## src/rtl/dna_pkg.sv

```systemverilog
// ============================================================================
// Package : dna_pkg
// Brief   : Shared types and constants for DNA digit encode/decode blocks.
// Rev     : 1.0  initial release
// ============================================================================
`default_nettype none

package dna_pkg;

    // Width of the word-length field (index of last digit, N <= 128)
    localparam int LEN_W = 7;

    // One DNA digit, two bits
    typedef logic [1:0] dna_digit_t;

    // Symbolic base values (A=0, C=1, G=2, T=3)
    typedef enum logic [1:0] {
        DNA_A = 2'd0,
        DNA_C = 2'd1,
        DNA_G = 2'd2,
        DNA_T = 2'd3
    } dna_base_t;

    // Encoder word-assembly states
    typedef enum logic [1:0] {
        IDLE = 2'd0,
        FILL = 2'd1,
        HOLD = 2'd2
    } enc_state_t;

    // Modulo-4 sum of two digits; the 2-bit result wraps naturally
    function automatic dna_digit_t mod4_add(input dna_digit_t a, input dna_digit_t b);
        return dna_digit_t'(a + b);
    endfunction

endpackage

`default_nettype wire

```

## src/rtl/diff_digit.sv

```systemverilog
// ============================================================================
// Module : diff_digit
// Brief  : Combinational mod-4 differential digit stage. sub=0 encodes
//          (ref + digit), sub=1 decodes (digit - ref) for a matching decoder.
// Rev    : 1.0  initial release
// ============================================================================
`default_nettype none

module diff_digit
    import dna_pkg::*;
(
    input  logic       sub,
    input  dna_digit_t ref_digit,
    input  dna_digit_t digit,
    output dna_digit_t enc
);

    // Mod-4 add or subtract, chosen by mode
    always_comb begin
        enc = mod4_add(ref_digit, digit);
        if (sub) begin
            enc = dna_digit_t'(digit - ref_digit);
        end
    end

endmodule

`default_nettype wire

```

## src/rtl/diff_word_encoder.sv

```systemverilog
// ============================================================================
// Module : diff_word_encoder
// Brief  : Streaming differential DNA encoder. Each accepted digit is encoded
//          as a running mod-4 sum and packed into an N-digit word, which is
//          then offered downstream with its last-digit index via valid/ready.
// Rev    : 1.0  initial release
// ============================================================================
`default_nettype none

module diff_word_encoder
    import dna_pkg::*;
#(
    parameter int         N        = 128,
    parameter dna_digit_t INIT_REF = 2'd0
)
(
    input  logic             clk,
    input  logic             rst,
    input  logic             in_valid,
    output logic             in_ready,
    input  logic [1:0]       in_digit,
    input  logic             in_last,
    output logic             out_valid,
    input  logic             out_ready,
    output logic [2*N-1:0]   word_out,
    output logic [LEN_W-1:0] word_len,
    output logic             overflow
);

    // Counter needs one extra bit so it can reach N itself
    localparam int CNT_W = LEN_W + 1;

    enc_state_t        state;
    logic [CNT_W-1:0]  cnt;
    dna_digit_t        ref_digit;
    dna_digit_t        enc;
    logic [2*N-1:0]    word_q;
    logic [LEN_W-1:0]  len_q;
    logic              overflow_q;
    logic              accept;
    logic              closing;

    // Ready depends only on state and reset, never on out_ready
    assign in_ready  = ~rst & (state != HOLD);
    assign out_valid = (state == HOLD);
    assign accept    = in_valid & in_ready;
    // Word closes on an explicit last digit or when the final slot fills
    assign closing   = in_last | (cnt == CNT_W'(N - 1));

    assign word_out  = word_q;
    assign word_len  = len_q;
    assign overflow  = overflow_q;

    diff_digit u_diff_digit (
        .sub       (1'b0),
        .ref_digit (ref_digit),
        .digit     (in_digit),
        .enc       (enc)
    );

    // FSM, digit counter and running reference digit
    always_ff @(posedge clk or posedge rst) begin
        if (rst) begin
            state     <= IDLE;
            cnt       <= '0;
            ref_digit <= INIT_REF;
        end else begin
            case (state)
                IDLE, FILL: begin
                    if (accept) begin
                        cnt       <= cnt + 1'b1;
                        ref_digit <= enc;
                        state     <= closing ? HOLD : FILL;
                    end
                end
                HOLD: begin
                    if (out_ready) begin
                        state     <= IDLE;
                        cnt       <= '0;
                        ref_digit <= INIT_REF;
                    end
                end
                default: begin
                    state     <= IDLE;
                    cnt       <= '0;
                    ref_digit <= INIT_REF;
                end
            endcase
        end
    end

    // Word packing, length capture and overflow pulse
    always_ff @(posedge clk or posedge rst) begin
        if (rst) begin
            word_q     <= '0;
            len_q      <= '0;
            overflow_q <= 1'b0;
        end else begin
            // Overflow is high only in the first HOLD cycle of a forced close
            overflow_q <= accept & closing & ~in_last;
            if (accept) begin
                for (int i = 0; i < N; i++) begin
                    if (cnt == CNT_W'(i)) begin
                        word_q[2*i +: 2] <= enc;
                    end
                end
                if (closing) begin
                    len_q <= cnt[LEN_W-1:0];
                end
            end else if ((state == HOLD) && out_ready) begin
                // Clearing on handoff keeps unused upper digits zero next word
                word_q <= '0;
                len_q  <= '0;
            end
        end
    end

endmodule

`default_nettype wire

```

## config.mk

```make
export PLATFORM = sky130hd
export DESIGN_NAME = diff_word_encoder
export DESIGN_NICKNAME = d
export VERILOG_FILES = /design/src/rtl/dna_pkg.sv /design/src/rtl/diff_digit.sv /design/src/rtl/diff_word_encoder.sv
export SDC_FILE = /design/constraint.sdc
export NUM_CORES = 1
export LEC_CHECK = 0
export CAP_MARGIN = 20
export CORE_MARGIN = 1.5
export CORE_UTILIZATION = 58
export CTS_BUF_LIST = sky130_fd_sc_hd__clkbuf_2 sky130_fd_sc_hd__clkbuf_4 sky130_fd_sc_hd__clkbuf_8
export CTS_CLUSTER_DIAMETER = 150
export CTS_CLUSTER_SIZE = 16
export DETAILED_ROUTE_END_ITERATION = 10
export DONT_BUFFER_PORTS = 1
export PLACE_DENSITY = 0.76
export SYNTH_ARGS = -nofsm -noshare
export SYNTH_HDL_FRONTEND = slang
export SYNTH_SLANG_ARGS = --single-unit
```

## constraint.sdc

```tcl
create_clock -name clk -period 16.1 [get_ports clk]
set_clock_uncertainty 0.15 [all_clocks]
set_input_delay 0.805 -clock clk [delete_from_list [all_inputs] [get_ports clk]]
set_output_delay 0.805 -clock clk [all_outputs]
set_load 0.01 [all_outputs]
```

## Word level (Yosys, flattened, before mapping)

Index checks and enable logic that the tools add are counted.

| word-level totals | value |
|---|---|
| register bits after elaboration | 276 |
| output and inout port bits | 266 |
| logic and storage cells | 680 |
| bits of input ports | 7 |

| operators by class | value |
|---|---|
| mux-type cells | 142 |
| reduce and logical (&&, ||, !) cells | 135 |
| add/sub/neg operators | 2 |
| bitwise logic cells | 7 |
| eq/ne operators | 261 |

Operators with widths:

| kind | number |
|---|---|
| $eq A8 B7 Y1 const B | 64 |
| $mux W256 | 2 |
| $mux W2 | 132 |
| $ne A2 B1 Y1 const B | 130 |
| $reduce_and A2 Y1 | 130 |
| $eq A8 B6 Y1 const B | 32 |
| $eq A8 B5 Y1 const B | 16 |
| $eq A8 B4 Y1 const B | 8 |
| $eq A8 B3 Y1 const B | 4 |
| $mux W7 | 3 |
| $eq A8 B2 Y1 const B | 2 |
| $mux W8 | 2 |
| $pmux W8 S2 | 1 |
| $add A8 B1 Y8 const B | 1 |
| $eq A8 B1 Y1 const B | 1 |
| $logic_not A8 Y1 | 1 |
| $pmux W2 S2 | 2 |
| $and A1 B1 Y1 | 4 |
| $ne A2 B2 Y1 const B | 2 |
| $add A2 B2 Y2 | 1 |
| $eq A2 B1 Y1 const B | 1 |
| $eq A2 B2 Y1 const B | 1 |
| $logic_not A2 Y1 | 1 |
| $not A1 Y1 | 2 |
| 4 further kinds | 4 |

## Logic depth before layout (Yosys ltp)

Gate-level depths: netlist of the first run.

| logic depth | value |
|---|---|
| depth after elaboration | 5 |
| mapped depth | 7 |
| depth with buffers taken out | 6 |

## Cells and area by module

From an unflattened synthesis of the first run, not the netlist that was laid out.

| second synthesis, totals | value |
|---|---|
| cells, all modules | 1118 |
| area, all modules | 12145.4 um^2 |

By module, submodules not included:

| module | instances | sequential area each (um^2) | cells an instance | area an instance (um^2) |
|---|---|---|---|---|
| diff_word_encoder | 1 | 6906.6 | 1112 | 12080.3 |
| diff_digit | 1 | 0.0 | 6 | 65.1 |

## Worst setup path before layout of the first run

No wires, ideal clock.

| timing path | value |
|---|---|
| path kind | input-to-reg |
| start point | input rst |
| end point | register word_q[45], in the netlist word_out[45] |
| required time | 15.815 ns |
| library setup time | 0.135 ns |
| path buffers | 2 |
| data arrival time | 1.984 ns |
| stages | 6 |
| path slack | 13.831 ns |
| cells stage by stage | nand2b_1 > buf_6 > or3_1 > buf_2 > o211ai_1 > o31ai_1 |

| between the ends | value |
|---|---|
| longest elaborated chain between the ends | 5 |
| elaborated cells on any way between the ends | 7 |
| classes of those cells | eq/ne: 1; mux: 1; bitwise: 3; reduce/logical: 2 |

RTL lines:

| item | RTL line | source |
|---|---|---|
| start, declared | diff_word_encoder.sv:18 | `input logic rst,` |
| $not A1 Y1 * | diff_word_encoder.sv:44 | `assign in_ready = ~rst & (state != HOLD);` |
| $and A1 B1 Y1 * | diff_word_encoder.sv:44 |  |
| $and A1 B1 Y1 * | diff_word_encoder.sv:46 | `assign accept = in_valid & in_ready;` |
| $ne A2 B1 Y1 (no source line) / $reduce_bool A2 Y1 (equally long branches) | - |  |
| $reduce_and A2 Y1 (no source line) | - |  |
| end signal, assigned by index | diff_word_encoder.sv:104 | `word_q[2*i +: 2] <= enc;` |
| end, declared | diff_word_encoder.sv:37 | `logic [2*N-1:0] word_q;` |

Mark *: on every way between the ends. The rest lies on a longest branch, timed or not.
A chain may end at the register's enable or synchronous reset.

## Worst setup path in the final report of the first run

| timing path | value |
|---|---|
| start point | register state[1] |
| end point | register word_q[230], in the netlist word_out[230] |

| between the ends | value |
|---|---|
| elaborated cells on any way between the ends | 9 |
| classes of those cells | eq/ne: 3; mux: 1; bitwise: 2; reduce/logical: 3 |

RTL lines:

| item | RTL line | source |
|---|---|---|
| start, declared | diff_word_encoder.sv:33 | `enc_state_t state;` |
| start signal, assigned | diff_word_encoder.sv:73 | `state <= closing ? HOLD : FILL;` |
| $eq A2 B2 Y1 | - |  |
| named net out_valid | diff_word_encoder.sv:23 | `output logic out_valid,` |
| $logic_and A1 B1 Y1 | diff_word_encoder.sv:110 | `end else if ((state == HOLD) && out_ready) begin` |
| $reduce_bool A2 Y1 (no source line) | - |  |
| $reduce_and A2 Y1 (no source line) | - |  |

The timed path passes the listed nets, and every way through them passes these cells.

==> results.json, run 1 <==
{
  "status": "complete, no violations",
  "grtUsageTotal_pct": 28.2,
  "chipHeight_microns": 150,
  "critical_path_class": "register to register",
  "fmaxAchievable_mhz": 287,
  "setup_tns_ns": 0,
  "h-tree-depth": 1,
  "rrSetupSlack_ns": 12.62,
  "worstSkewPairLatency_ns": 0.55,
  "cts_tree": "done",
  "end_kind": "register",
  "worst_pin_slew_ns": 1.02,
  "synth_area_sq_um": 12500,
  "ir_drop_mv": 0.104,
  "start_util_pct": 59.1,
  "power_per_cell_area_nw_per_um2": 117,
  "grt_overflow": 0,
  "fin_util_pct": 60.3,
  "min_period_ns": 3.48,
  "pre_cts_slack_ns": 12.42,
  "core-area_sq_um": 21100,
  "yosys_warnings": 0,
  "clkPwrFrac_pct": 22.8,
  "drc": 0,
  "nets": 1053,
  "finalPower_mw": 1.49,
  "grt_start_max_net_pins": 127,
  "fin_crit_sh_pct": 21.6,
  "io_pins": 273,
  "final_common_cell": "dfrtp_1",
  "synth_seq_cells": 276,
  "leakagePower_nw": 5.75,
  "grt_pass1_wl_mm": 49.1,
  "drtPass1Iterations": 5,
  "rsz0062_at_grt": "no",
  "cts_root_buffer": "clkbuf_8",
  "place.gp.congestion": 0.794,
  "syn_inst": 1125,
  "p_sw_mw": 0.540,
  "drv_cap": 0,
  "fp.dieW_microns": 150,
  "cts.clk_slew.worst_paths_ns": 0.11,
  "setup_viol_count_final": 0,
  "layout-drive-gt1-share_pct": 6.34,
  "synth_fp_nets": 1137,
  "clockBufferDepth": 3,
  "vias": 8515,
  "diodes": 0,
  "cts_hold_buf": 0,
  "port_buffers": 0,
  "slew_headroom_pct": 32.2,
  "synthFlopType": "dfrtp_1",
  "power.share.switching_pct": 36.3,
  "async_flop_share_pct": 100,
  "min_path_type": "primary input to async pin",
  "p_seq_share_pct": 57.2,
  "timing.final.ws_setup_ns": 12.62,
  "dp_hpwl_mm": 20.5,
  "ant_nets": 0,
  "crit_required_ns": 16.35,
  "ys_types": 55,
  "wirelength_mm": 31.8,
  "final_cell_mix": "dfrtp_1, nand2_1, mux2i_1",
  "critPathArrivalTime_ns": 3.73,
  "post-cts-setup-buffers": 0,
  "first_global_vias": 8309,
  "maxSlewViolCount": 0,
  "cp-start-kind": "register",
  "antenna_found_initial": 0,
  "row_count": 53,
  "clkSinkCount": 276,
  "dieArea_sq_um": 22400,
  "cts_resized": 0,
  "ys_seq_area_share_pct": 55.4,
  "reg2reg_depth": 6,
  "syn_to_final_growth_pct": 2.02,
  "syn_area_per_cell_sq_um": 11.1,
  "worstPathMaxFanout": 72,
  "via_per_inst": 6.47,
  "wl_per_cell_microns": 24.1,
  "fillers": 1720,
  "synth_edf_count": 0,
  "p_comb_share_pct": 20.0,
  "drtIter0Drc": 589,
  "internal-power_mw": 0.949,
  "cts_buffers": 21,
  "hold_violations": 0
}
## per-stage QoR
step	hold WS [ns]	instance area, sq um	instances
2_1_floorplan	0.304	12500	1125
3_3_place_gp	0.329	12400	1292
3_5_place_dp	0.329	12400	1292
4_1_cts	0.155	12700	1315
5_1_grt	0.143	12700	1316
6_report	0.105	12700	1316
## metal layers
| layer | wire (microns) | up-vias | GRT usage, % |
|---|---|---|---|
| li1 | - | 3828 | - |
| met1 | 13000 | 4275 | 38.8 |
| met2 | 14700 | 359 | 42.8 |
| met3 | 3160 | 53 | 8.20 |
| met4 | 874 | 0 | 9.41 |
| met5 | 0 | - | 0 |
## final timing paths
kind	to	start
worst max-delay path	word_out[230]	state[1]
worst min-delay path	word_out[11]	rst
worst max register to register	word_out[230]	state[1]
worst min register to register	ref_digit[0]	ref_digit[0]
max in group asynchronous	word_out[153]	rst
min in group clk	overflow	in_last
## cells in the mapped netlist, types with 4 or more instances
cell	n	share of area [%]
nand3_1	16	0.64
nor2_1	41	1.2
clkbuf_1	72	2.2
buf_4	7	0.42
mux2i_1	156	13
inv_1	6	0.18
nor3_4	4	0.52
or3_1	7	0.35
buf_2	30	1.2
ha_1	5	0.50
o31ai_1	100	6.0
o211ai_1	97	5.8
a22o_1	7	0.49
dfrtp_1	276	55
nand2_1	220	6.6
nand3b_1	6	0.36
o21ai_0	7	0.28
## flip-flops by register name, indices dropped and copies added, names as in the netlist
signal	count
state	2
cnt	8
word_len	7
word_out	256
overflow	1
ref_digit	2
## logic make-up after synthesis
group | Yosys count | synth area share (%)
AND/OR/NAND/NOR | 338 | 13.5
flip-flops | 276 | 55.4
AO/OA/AOI/OAI | 225 | 13.6
multiplexers | 156 | 12.5
buffers and inverters | 123 | 4.40
adder cells (fa/ha/maj) | 5 | 0.502
XOR/XNOR | 2 | 0.140
## worst max-delay path, cell delays in order (launching register included)
cell      delay (ns)
dfrtp_1         0.58
nand2b_2        0.30
inv_2           0.49
nor2_1          0.21
nand2_4         0.66
buf_4           0.68
mux2i_1         0.17
## layout make-up
cell class / instances / area, sq um / share of cell area [%]
Clock buffer: 21 / 289 / 2.27
Clock inverter: 2 / 23.8 / 0.187
Inverter: 7 / 33.8 / 0.265
Multi-Input combinational cell: 726 / 5040 / 39.6
Sequential cell: 276 / 6910 / 54.3
Tap cell: 275 / 344 / 2.70
Timing Repair Buffer: 9 / 87.6 / 0.688
## power by group through the flow
stage	combinational (mW)	clock [mW]	sequential [mW]
2_1_floorplan	0.266	0	0.814
3_3_place_gp	0.292	0	0.864
3_5_place_dp	0.296	0	0.865
4_1_cts	0.298	0.347	0.852
5_1_grt	0.327	0.371	0.861
6_report	0.298	0.339	0.852
(Power assumes the default switching activity.)
==> run 2: changes to the inputs <==
Settings changed: ABC_AREA set to 1, PLACE_DENSITY 0.76 to 0.78.
Clock period 16.1 ns to 2.8 ns, I/O delays scaled along.
==> run 2 against run 1 <==
Compared with the run above: synthesized cell count grew 40%; sequential share of layout area shrank 3.4 points; combinational power grew to 8.0 times the previous value; register-to-register slack lost 12 ns; power grew to 7.2 times the previous value; final area grew 6.7%.
==> results.json, run 2 <==
{
  "synth.top_cells.by_count": "nand2_1, nand3_1, dfrtp_1",
  "cts_buffers": 21,
  "cts_tree": "done",
  "syn_to_final_growth_pct": 8.22,
  "wl_per_cell_microns": 20.1,
  "ys_types": 23,
  "synthFlopType": "dfrtp_1",
  "cts_resized": 0,
  "maxSlewViolCount": 0,
  "io_pins": 273,
  "fin_area_sq_um": 13600,
  "synth_seq_cells": 276,
  "worstSkewPairLatency_ns": 0.56,
  "finalPower_mw": 10.7,
  "drtPass1Iterations": 7,
  "yosys_warnings": 0,
  "diodes": 0,
  "drv_cap": 0,
  "chipHeight_microns": 150,
  "ys_top_cells_by_area": "dfrtp_1, nand2_1, nand3_1",
  "multi_input_area_sq_um": 5370,
  "async_flop_share_pct": 100,
  "worstPathMaxFanout": 5,
  "power_per_cell_area_nw_per_um2": 789,
  "cp-start-kind": "register",
  "clkSinkCount": 276,
  "final_cell_mix": "nand2_1, nand3_1, dfrtp_1",
  "dpl_cell_area_sq_um": 13200,
  "critPathArrivalTime_ns": 2.74,
  "final_common_cell": "nand2_1",
  "drtIter0Drc": 837,
  "slew_headroom_pct": 30.4,
  "synth_area_leader_cell": "dfrtp_1",
  "hold_violations": 0,
  "end_kind": "register",
  "syn_inst": 1575,
  "post_layout_nonfiller_instances": 1828,
  "synth_top_cell_area_share_pct": 55.1,
  "timing.final.ws_setup_ns": 0.409,
  "fin_hold_ws_ns": 0.0689,
  "first_global_vias": 10200,
  "ir_drop_mv": 0.450,
  "setup_viol_count_final": 0,
  "row_count": 53,
  "fin_util_pct": 64.4,
  "port_buffers": 0,
  "pre_cts_slack_ns": 0.496,
  "rsz0062_at_grt": "no",
  "nets": 1566,
  "fmaxAchievable_mhz": 418,
  "synth_most_common_cell": "nand2_1",
  "post-cts-setup-buffers": 0,
  "dieArea_sq_um": 22500,
  "largest_reg_flops": 256,
  "core-area_sq_um": 21100,
  "setup_tns_ns": 0,
  "clockBufferDepth": 3,
  "worst_pin_slew_ns": 1.04,
  "fp.dieW_microns": 150,
  "synth_fp_nets": 1587,
  "critical_path_class": "register to register",
  "synth_area_sq_um": 12500,
  "via_per_inst": 5.96,
  "start_util_pct": 59.5,
  "fillers": 1736,
  "min_period_ns": 2.39,
  "vias": 10900,
  "leakagePower_nw": 7.74,
  "ant_nets": 0,
  "status": "complete, no violations",
  "dp_cells": 1799,
  "cts_root_buffer": "clkbuf_8",
  "h-tree-depth": 1,
  "register_area_sq_um": 6910,
  "grt_pass1_wl_mm": 57.0,
  "grt_start_max_net_pins": 186,
  "place.gp.congestion": 0.897,
  "grtUsageTotal_pct": 32.6,
  "wirelength_mm": 36.8,
  "antenna_found_initial": 0,
  "synth_edf_count": 0,
  "layout-drive-gt1-share_pct": 9.79,
  "fin_crit_sh_pct": 85.4,
  "min_path_type": "primary input to register",
  "ys_seq_area_share_pct": 55.1,
  "crit_required_ns": 3.15,
  "dp_hpwl_mm": 25.0,
  "syn_area_per_cell_sq_um": 7.96,
  "grt_overflow": 0,
  "drc": 0,
  "cts.clk_slew.worst_paths_ns": 0.11
}
-- run 2: what timing repair did --
action,in CTS,in global routing
endpoints found under the hold margin,323,0
hold buffers,6,0
endpoints found under the setup margin,0,0
-- run 2: cells by family (layout without fill, tap and decap cells) --
family | count (synthesis) | after routing | share of synthesized area, %
buffers and inverters | 125 | 103 | 5.02
xor gates and xnor gates | 2 | 2 | 0.140
adders and majority gates | 5 | 5 | 0.499
AOI/OAI and AO/OA | 12 | 12 | 0.479
DFF | 276 | 276 | 55.1
and+or+nand+nor | 1155 | 1155 | 38.8
-- run 2: critical path: stages (launching register included) --
cell and delay, ns:
dfrtp_1 0.44, inv_1 0.17, ha_1 0.17, inv_1 0.09
nor2_1 0.16, inv_1 0.06, nor2_1 0.60, nand2_1 0.24
nand2_1 0.14, nand2_1 0.06, nand2_1 0.07
-- run 2: area by class of cell --
cell class                      count  share of cell area, %
Clock buffer                       21                   2.13
Clock inverter                      1                  0.120
Inverter                           32                  0.931
Multi-Input combinational cell   1174                   39.6
Sequential cell                   276                   50.9
Tap cell                          275                   2.53
Timing Repair Buffer               49                   3.83
-- run 2: worst paths after layout --
kind / from / to / slack [ns] / cells after the start
min reg2reg: ref_digit[0] / ref_digit[0] / 0.35 / 2
max reg2reg: cnt[0] / word_out[221] / 0.41 / 10
min: in_digit[0] / ref_digit[1] / 0.07 / 7
max in group asynchronous: rst / word_out[136] / 1.41 / 3
min in group asynchronous: rst / ref_digit[1] / 0.23 / 3
max: cnt[0] / word_out[221] / 0.41 / 10
-- run 2: routing by layer --
layer	vias up	global-route usage [%]	share of wire [%]
met2	539	51.7	46
met3	93	8.99	11
li1	5014	-	-
met4	0	12.8	4.3
met5	-	0	0
met1	5249	42.5	39
-- run 2: where the power goes --
part | switching (mW) | internal [mW]
Sequential | 1.41 | 4.97
Combinational | 1.58 | 0.794
Clock | 1.27 | 0.688
Total | 4.27 | 6.45
